`src/rtl/dma_regfile_ex_if.sv`:
```
// Command and bus handshake bundle for dma_regfile_ex.
// master = command/bus-response source, slave = the register file.
interface dma_regfile_ex_if #(
    parameter int DATA_W = 32,
    parameter int ADDR_W = 4
);
    logic              cmd_valid;
    logic              cmd_ready;
    logic [1:0]        cmd_op;
    logic [1:0]        cmd_type;
    logic [ADDR_W-1:0] cmd_rs1;
    logic [ADDR_W-1:0] cmd_rs2;
    logic [ADDR_W-1:0] cmd_rd;
    logic [DATA_W-1:0] bus_wdata;
    logic              bus_wvalid;
    logic              bus_wready;
    logic [DATA_W-1:0] bus_rdata;
    logic              bus_rvalid;
    logic              bus_rready;

    modport master (
        output cmd_valid, cmd_op, cmd_type, cmd_rs1, cmd_rs2, cmd_rd,
        output bus_wready, bus_rdata, bus_rvalid,
        input  cmd_ready, bus_wdata, bus_wvalid, bus_rready
    );

    modport slave (
        input  cmd_valid, cmd_op, cmd_type, cmd_rs1, cmd_rs2, cmd_rd,
        input  bus_wready, bus_rdata, bus_rvalid,
        output cmd_ready, bus_wdata, bus_wvalid, bus_rready
    );
endinterface

```
`src/rtl/dma_regfile_ex.sv`:
```
// Register file with store/load bus channels and single-cycle add/sub.
// Optional macro DMA_RF_BYPASS_EN forwards same-cycle writes to the read ports.
module dma_regfile_ex #(
    parameter int DATA_W = 32,
    parameter int ADDR_W = 4
) (
    input  logic              clk,
    input  logic              rst_n,
    dma_regfile_ex_if.slave   io,
    input  logic [ADDR_W-1:0] rd_addr_a,
    input  logic [ADDR_W-1:0] rd_addr_b,
    output logic [DATA_W-1:0] rdata_a,
    output logic [DATA_W-1:0] rdata_b,
    output logic              ovf
);
    localparam int NUM_REGS = 2**ADDR_W;
    localparam logic [1:0] OP_STORE = 2'b00;
    localparam logic [1:0] OP_LOAD  = 2'b01;

    typedef enum logic [1:0] {IDLE, STORE, LOAD} state_t;

    state_t                           state;
    logic [NUM_REGS-1:0][DATA_W-1:0]  regs;
    logic [ADDR_W-1:0]                rd_q;
    logic                             accept;
    logic                             type_ok;
    logic                             arith_go;
    logic [DATA_W-1:0]                op_a;
    logic [DATA_W-1:0]                op_b;
    logic [DATA_W-1:0]                arith_res;
    logic                             arith_ovf;
    logic                             wr_en;
    logic [ADDR_W-1:0]                wr_addr;
    logic [DATA_W-1:0]                wr_data;

    assign io.cmd_ready = (state == IDLE);
    assign accept       = io.cmd_valid && io.cmd_ready;
    assign type_ok      = (io.cmd_type == 2'b00) || (io.cmd_type == 2'b11);
    assign arith_go     = accept && type_ok && io.cmd_op[1];
    assign op_a         = regs[io.cmd_rs1];
    assign op_b         = regs[io.cmd_rs2];
    assign arith_res    = io.cmd_op[0] ? (op_a - op_b) : (op_a + op_b);

    // Overflow: effective operand signs agree but the result sign differs.
    assign arith_ovf = io.cmd_op[0]
        ? ((op_a[DATA_W-1] != op_b[DATA_W-1]) && (arith_res[DATA_W-1] != op_a[DATA_W-1]))
        : ((op_a[DATA_W-1] == op_b[DATA_W-1]) && (arith_res[DATA_W-1] != op_a[DATA_W-1]));

    // Arithmetic accept and load completion are exclusive (IDLE vs LOAD).
    always_comb begin
        wr_en   = 1'b0;
        wr_addr = io.cmd_rd;
        wr_data = arith_res;
        if (arith_go) begin
            wr_en = 1'b1;
        end else if (state == LOAD && io.bus_rvalid) begin
            wr_en   = 1'b1;
            wr_addr = rd_q;
            wr_data = io.bus_rdata;
        end
    end

    always_ff @(posedge clk or negedge rst_n) begin
        if (!rst_n) begin
            for (int k = 0; k < NUM_REGS; k++) regs[k] <= DATA_W'(k);
            state         <= IDLE;
            rd_q          <= '0;
            io.bus_wdata  <= '0;
            io.bus_wvalid <= 1'b0;
            io.bus_rready <= 1'b0;
            ovf           <= 1'b0;
        end else begin
            ovf <= arith_go && arith_ovf;
            if (wr_en) regs[wr_addr] <= wr_data;
            case (state)
                IDLE: begin
                    if (accept && type_ok && io.cmd_op == OP_STORE) begin
                        io.bus_wdata  <= op_a;
                        io.bus_wvalid <= 1'b1;
                        state         <= STORE;
                    end else if (accept && type_ok && io.cmd_op == OP_LOAD) begin
                        rd_q          <= io.cmd_rd;
                        io.bus_rready <= 1'b1;
                        state         <= LOAD;
                    end
                end
                STORE: begin
                    if (io.bus_wready) begin
                        io.bus_wvalid <= 1'b0;
                        state         <= IDLE;
                    end
                end
                LOAD: begin
                    if (io.bus_rvalid) begin
                        io.bus_rready <= 1'b0;
                        state         <= IDLE;
                    end
                end
                default: state <= IDLE;
            endcase
        end
    end

`ifdef DMA_RF_BYPASS_EN
    assign rdata_a = (wr_en && wr_addr == rd_addr_a) ? wr_data : regs[rd_addr_a];
    assign rdata_b = (wr_en && wr_addr == rd_addr_b) ? wr_data : regs[rd_addr_b];
`else
    assign rdata_a = regs[rd_addr_a];
    assign rdata_b = regs[rd_addr_b];
`endif
endmodule
```
`src/flat_wrapper.sv`:
```
// flat-port wrapper written by rule: the top's interface ports become plain ports
module dma_regfile_ex_flat 
#(
    parameter int DATA_W = 32,
    parameter int ADDR_W = 4
)
  (clk, rst_n, rd_addr_a, rd_addr_b, rdata_a, rdata_b, ovf, io_cmd_valid, io_cmd_op, io_cmd_type, io_cmd_rs1, io_cmd_rs2, io_cmd_rd, io_bus_wready, io_bus_rdata, io_bus_rvalid, io_cmd_ready, io_bus_wdata, io_bus_wvalid, io_bus_rready);
  dma_regfile_ex_if #(.DATA_W(DATA_W), .ADDR_W(ADDR_W)) io_i ();
  input  logic clk;
  input  logic rst_n;
  input  logic [ADDR_W-1:0] rd_addr_a;
  input  logic [ADDR_W-1:0] rd_addr_b;
  output logic [DATA_W-1:0] rdata_a;
  output logic [DATA_W-1:0] rdata_b;
  output logic ovf;
  input wire logic [$bits(io_i.cmd_valid)-1:0] io_cmd_valid;
  input wire logic [$bits(io_i.cmd_op)-1:0] io_cmd_op;
  input wire logic [$bits(io_i.cmd_type)-1:0] io_cmd_type;
  input wire logic [$bits(io_i.cmd_rs1)-1:0] io_cmd_rs1;
  input wire logic [$bits(io_i.cmd_rs2)-1:0] io_cmd_rs2;
  input wire logic [$bits(io_i.cmd_rd)-1:0] io_cmd_rd;
  input wire logic [$bits(io_i.bus_wready)-1:0] io_bus_wready;
  input wire logic [$bits(io_i.bus_rdata)-1:0] io_bus_rdata;
  input wire logic [$bits(io_i.bus_rvalid)-1:0] io_bus_rvalid;
  output wire logic [$bits(io_i.cmd_ready)-1:0] io_cmd_ready;
  output wire logic [$bits(io_i.bus_wdata)-1:0] io_bus_wdata;
  output wire logic [$bits(io_i.bus_wvalid)-1:0] io_bus_wvalid;
  output wire logic [$bits(io_i.bus_rready)-1:0] io_bus_rready;
  assign io_i.cmd_valid = io_cmd_valid;
  assign io_i.cmd_op = io_cmd_op;
  assign io_i.cmd_type = io_cmd_type;
  assign io_i.cmd_rs1 = io_cmd_rs1;
  assign io_i.cmd_rs2 = io_cmd_rs2;
  assign io_i.cmd_rd = io_cmd_rd;
  assign io_i.bus_wready = io_bus_wready;
  assign io_i.bus_rdata = io_bus_rdata;
  assign io_i.bus_rvalid = io_bus_rvalid;
  assign io_cmd_ready = io_i.cmd_ready;
  assign io_bus_wdata = io_i.bus_wdata;
  assign io_bus_wvalid = io_i.bus_wvalid;
  assign io_bus_rready = io_i.bus_rready;
  dma_regfile_ex #(.DATA_W(DATA_W), .ADDR_W(ADDR_W)) u_core (.clk(clk), .rst_n(rst_n), .io(io_i), .rd_addr_a(rd_addr_a), .rd_addr_b(rd_addr_b), .rdata_a(rdata_a), .rdata_b(rdata_b), .ovf(ovf));
endmodule
```
`config.mk`:
```
export PLATFORM = sky130hd
export DESIGN_NAME = dma_regfile_ex_flat
export DESIGN_NICKNAME = d
export VERILOG_FILES = /design/src/rtl/dma_regfile_ex_if.sv /design/src/rtl/dma_regfile_ex.sv /design/src/flat_wrapper.sv
export SDC_FILE = /design/constraint.sdc
export NUM_CORES = 1
export LEC_CHECK = 0
export CAP_MARGIN = 25
export CORE_ASPECT_RATIO = 0.9
export CORE_MARGIN = 2
export CORE_UTILIZATION = 56
export DETAILED_ROUTE_END_ITERATION = 10
export HOLD_SLACK_MARGIN = 0.08
export PLACE_DENSITY_LB_ADDON = 0.15
export SYNTH_ARGS = -nofsm -noshare
export SYNTH_HDL_FRONTEND = slang
export SYNTH_SLANG_ARGS = --single-unit
export TNS_END_PERCENT = 100
```
`constraint.sdc`:
```
create_clock -name clk -period 5 [get_ports clk]
set_input_delay 1 -clock clk [delete_from_list [all_inputs] [get_ports clk]]
set_output_delay 1 -clock clk [all_outputs]
set_load 0.05 [all_outputs]
```
==> impl_results.md <==
* Ys async rst share at 100%
* DR iter-0 viols at a little under 5k
* Mux cell area share after synthesis at approximately two fifths
* Total power at 0.0329 W
* Root Buffer: clkbuf_16
* Die X at about 280 µm
* Tmin final at about 5.5 ns
* Core Box Area at between 60,000 and 70,000 µm²
* RSZ-0062 raised after global routing: true
* MaxCap Viol Count at 0
* P&R area growth vs syn at 25.9%
* Inst Count DP at 4,418
* Share of cells above drive strength 1 at about 43%
* Post-Synth XOR/XNOR Area at approximately 1.2%
* Post-Synthesis Cell Area at about 38,000 µm²
* Leakage at 20.3 nW
* Clock Tree Buf Depth at 3
* FP Rows at 90
* # hold bufs at CTS at 0
* Dpl hpwl at 89,800 µm
* Reg2Reg Depth at 21
* Worst-path clk slew at ~0.060 ns
* Simple-Gate Fraction of Synth Area at around 8.4%
* First drt pass iteration count at 8
* Final Skew at 0.0315 ns
* Max transition margin at 23.2%
* WL per Instance at about 30 µm
* Worst VDD drop at about 0.43 mV
* Total global routing track utilization at around two fifths
* Clock Sinks at 553
* Global-route wire length before repair at 206,000 µm
* WHS at about 0.39 ns
* Die height at around 250 µm
* Crit path launch type: primary input
* Hold Crit Class: in -> async
* DRC at 0
* Power Density at between 600 and 700 nW/µm²
* Setup TNS at -68.12 ns
* Setup violators final at ~290
* Worst skew pair latency at 0.66 ns
* Detail-routed via count per cell at 7.22
* Synth warn at 0
* EDFF count, synth at 0
* IO buf count at 160
* Post-synth cell types at 69
* Place WS at -1.30 ns
* Critical Path RT at 5.51 ns
* Status: finished, violations left
* Max Slew Vio Count at 0
* H-tree levels at 2
* Grt total ovfl at 0
* Critical path startpoint: io_cmd_rs2[1]
* Primary FF master, synth: dfrtp_1
* Cts bufs inserted at slightly above 60
* Final hold viol count at 0
* Post-Synthesis Cells at 3,171
* Register bit total from synthesis at ~550
* Worst Setup Path Type: in -> reg
* Largest net degree at the start of global routing at around 110
* Failing checks: setup timing
* I/O Pins at ~160
* Starting density of the core at 56.7%
* Largest family of logic cells by synthesized area: multiplexers
* Critical R2R Launch: u_core.regs[385]$_DFFE_PN0P_
* Worst-path fanout max at 8
* Initial antenna violation count at 0
* Adder-Cell Fraction of Synth Area at roughly 1.2%
* Actual slew at the worst max-slew pin at about 1.2 ns
* Syn Area/Cell at 12.0 µm²
* Sequential area share after synthesis at about 36%
* Total die area at ~70,000 µm²
* DR vias at around 33k
* Syn nets at roughly 3.3k
* WL final at 139,000 µm
* Final worst setup slack at -0.473 ns
* Gpl congestion at approximately 1
* F_max at roughly 180 MHz
* Post-Layout Cell Count at ~4.6k
* Complex-gate fraction of the synthesized area at a little over a tenth
* Routed Antenna Nets at 0
* Critical path capture point type: register
* Nets@finish at approximately 3.8k
* TritonCTS clock tree: built
* Data arrival, critical path at 5.99 ns
* Final worst-path cycle share at 109%
* Vias in the first global route at 32.8k
placed cells by master, fill, tap and decap left out, types with 50 or more instances in the layout:
cell type	synthesis	layout
clkbuf_16	0	70
o21ai_1	7	152
buf_4	6	515
clkdlybuf4s50_1	0	105
nand2_1	559	533
mux2i_1	56	50
mux4_2	576	586
o21ai_2	10	61
buf_12	2	52
dfrtp_1	521	521
o21ai_0	491	291
nor2_1	92	80
timing repair:
item	4_1_cts	5_1_grt
pin swaps	37	58
gates cloned	6	6
setup buffers	21	26
gates resized for setup	70	174
endpoints found under the setup margin	290	315
worst paths after layout:
path | end | slack, ns
setup reg to reg | u_core.regs[409]$_DFFE_PN0P_ | -0.34
hold / removal | u_core.io.bus_wdata[25]$_DFFE_PN0P_ | 0.39
hold reg to reg | u_core.io.bus_wdata[4]$_DFFE_PN0P_ | 0.51
max in group asynchronous | u_core.regs[137]$_DFFE_PN0P_ | 3.40
min in group clk | u_core.io.bus_wdata[4]$_DFFE_PN0P_ | 0.51
setup / recovery | u_core.regs[409]$_DFFE_PN0P_ | -0.47
logic make-up (layout without fill, tap and decap cells):
family,after synthesis,in the layout
AND/OR/NAND/NOR,776,776
AO/OA/AOI/OAI,736,738
multiplexers,694,694
flip-flops,553,553
buffers and inverters,326,867
XOR/XNOR,50,50
adder cells (fa/ha/maj),36,36
other,0,3
cells in the mapped netlist, types with 7 or more instances:
cell | instances | area share (%)
mux4_2 | 576 | 34
nand2_1 | 559 | 5.5
dfrtp_1 | 521 | 34
o21ai_0 | 491 | 6.5
clkbuf_1 | 241 | 2.4
nor2_1 | 92 | 0.91
a21oi_1 | 68 | 0.89
mux2i_1 | 56 | 1.5
buf_1 | 40 | 0.39
mux2_2 | 40 | 1.2
ha_1 | 35 | 1.2
dfstp_2 | 32 | 2.2
xnor2_1 | 30 | 0.69
nand3_1 | 27 | 0.35
a221oi_1 | 23 | 0.53
a22oi_1 | 23 | 0.45
a31oi_1 | 23 | 0.38
mux4_1 | 21 | 1.4
inv_1 | 19 | 0.19
o31ai_1 | 19 | 0.37
or3_1 | 19 | 0.31
xor2_1 | 19 | 0.44
a21o_1 | 17 | 0.34
nor3_1 | 15 | 0.20
and2_1 | 12 | 0.20
buf_2 | 11 | 0.14
nor2b_1 | 11 | 0.18
o21ai_2 | 10 | 0.23
nand2b_1 | 9 | 0.15
o21a_1 | 9 | 0.18
and3_1 | 7 | 0.12
o21ai_1 | 7 | 0.092
o21bai_1 | 7 | 0.14
state kept, by name (all words and copies together), names as in the netlist:
register	flops
u_core.ovf	1
u_core.io.bus_wvalid	1
u_core.io.bus_rready	1
u_core.regs	512
u_core.io.bus_wdata	32
u_core.rd_q	4
u_core.state	2
through the flow:
stage	util, %	cell area (µm²)
after floorplan	-	38700
after global placement	66.2	44400
after detailed placement	66.2	44400
after CTS	70.3	47200
after global routing	71.4	47900
final	71.4	47900
per-layer routing:
metal | GRT usage [%] | share of wire (%) | vias up
met5 | 0 | 0 | -
met4 | 21.0 | 6.3 | 0
met3 | 10.8 | 13 | 572
met2 | 59.5 | 45 | 2663
met1 | 53.2 | 35 | 16620
li1 | - | - | 13294
worst max-delay path: stages:
cell and delay [ns]:
buf_16 0.12, mux4_2 0.54, mux2i_1 0.17, buf_4 0.16, nand2_2 0.05, o21ai_1 0.07, buf_4 0.14, ha_4 0.13
and3_4 0.17, and3_4 0.20, buf_4 0.11, nor2_2 0.03, xor2_1 0.14, ha_1 0.31, a21o_1 0.20, o32a_1 0.29
o41a_1 0.17, a2111o_1 0.54, and4_4 0.24, o2111ai_2 0.18, a21boi_2 0.09, or3_4 0.34, a31oi_4 0.28, clkbuf_16 0.23
o21ai_2 0.05
report_power, final:
group | switching (W) | total, W | internal, W
logic | 0.0100 | 0.0196 | 0.00958
clock network | 0.00200 | 0.00497 | 0.00296
registers | 0.00205 | 0.00840 | 0.00635
total | 0.0141 | 0.0329 | 0.0189
final cells by class:
| cell class | instances | area (µm²) |
|---|---|---|
| clock buffers | 85 | 1800 |
| multi-input cells | 2294 | 23900 |
| fillers | 4461 | 19200 |
| clock inverters | 30 | 400 |
| flip-flops and latches | 553 | 13900 |
| repair buffers | 732 | 6770 |
| diodes | 3 | 7.51 |
| well taps | 874 | 1090 |
| inverters | 20 | 75.1 |
(Power assumes the default switching activity.)
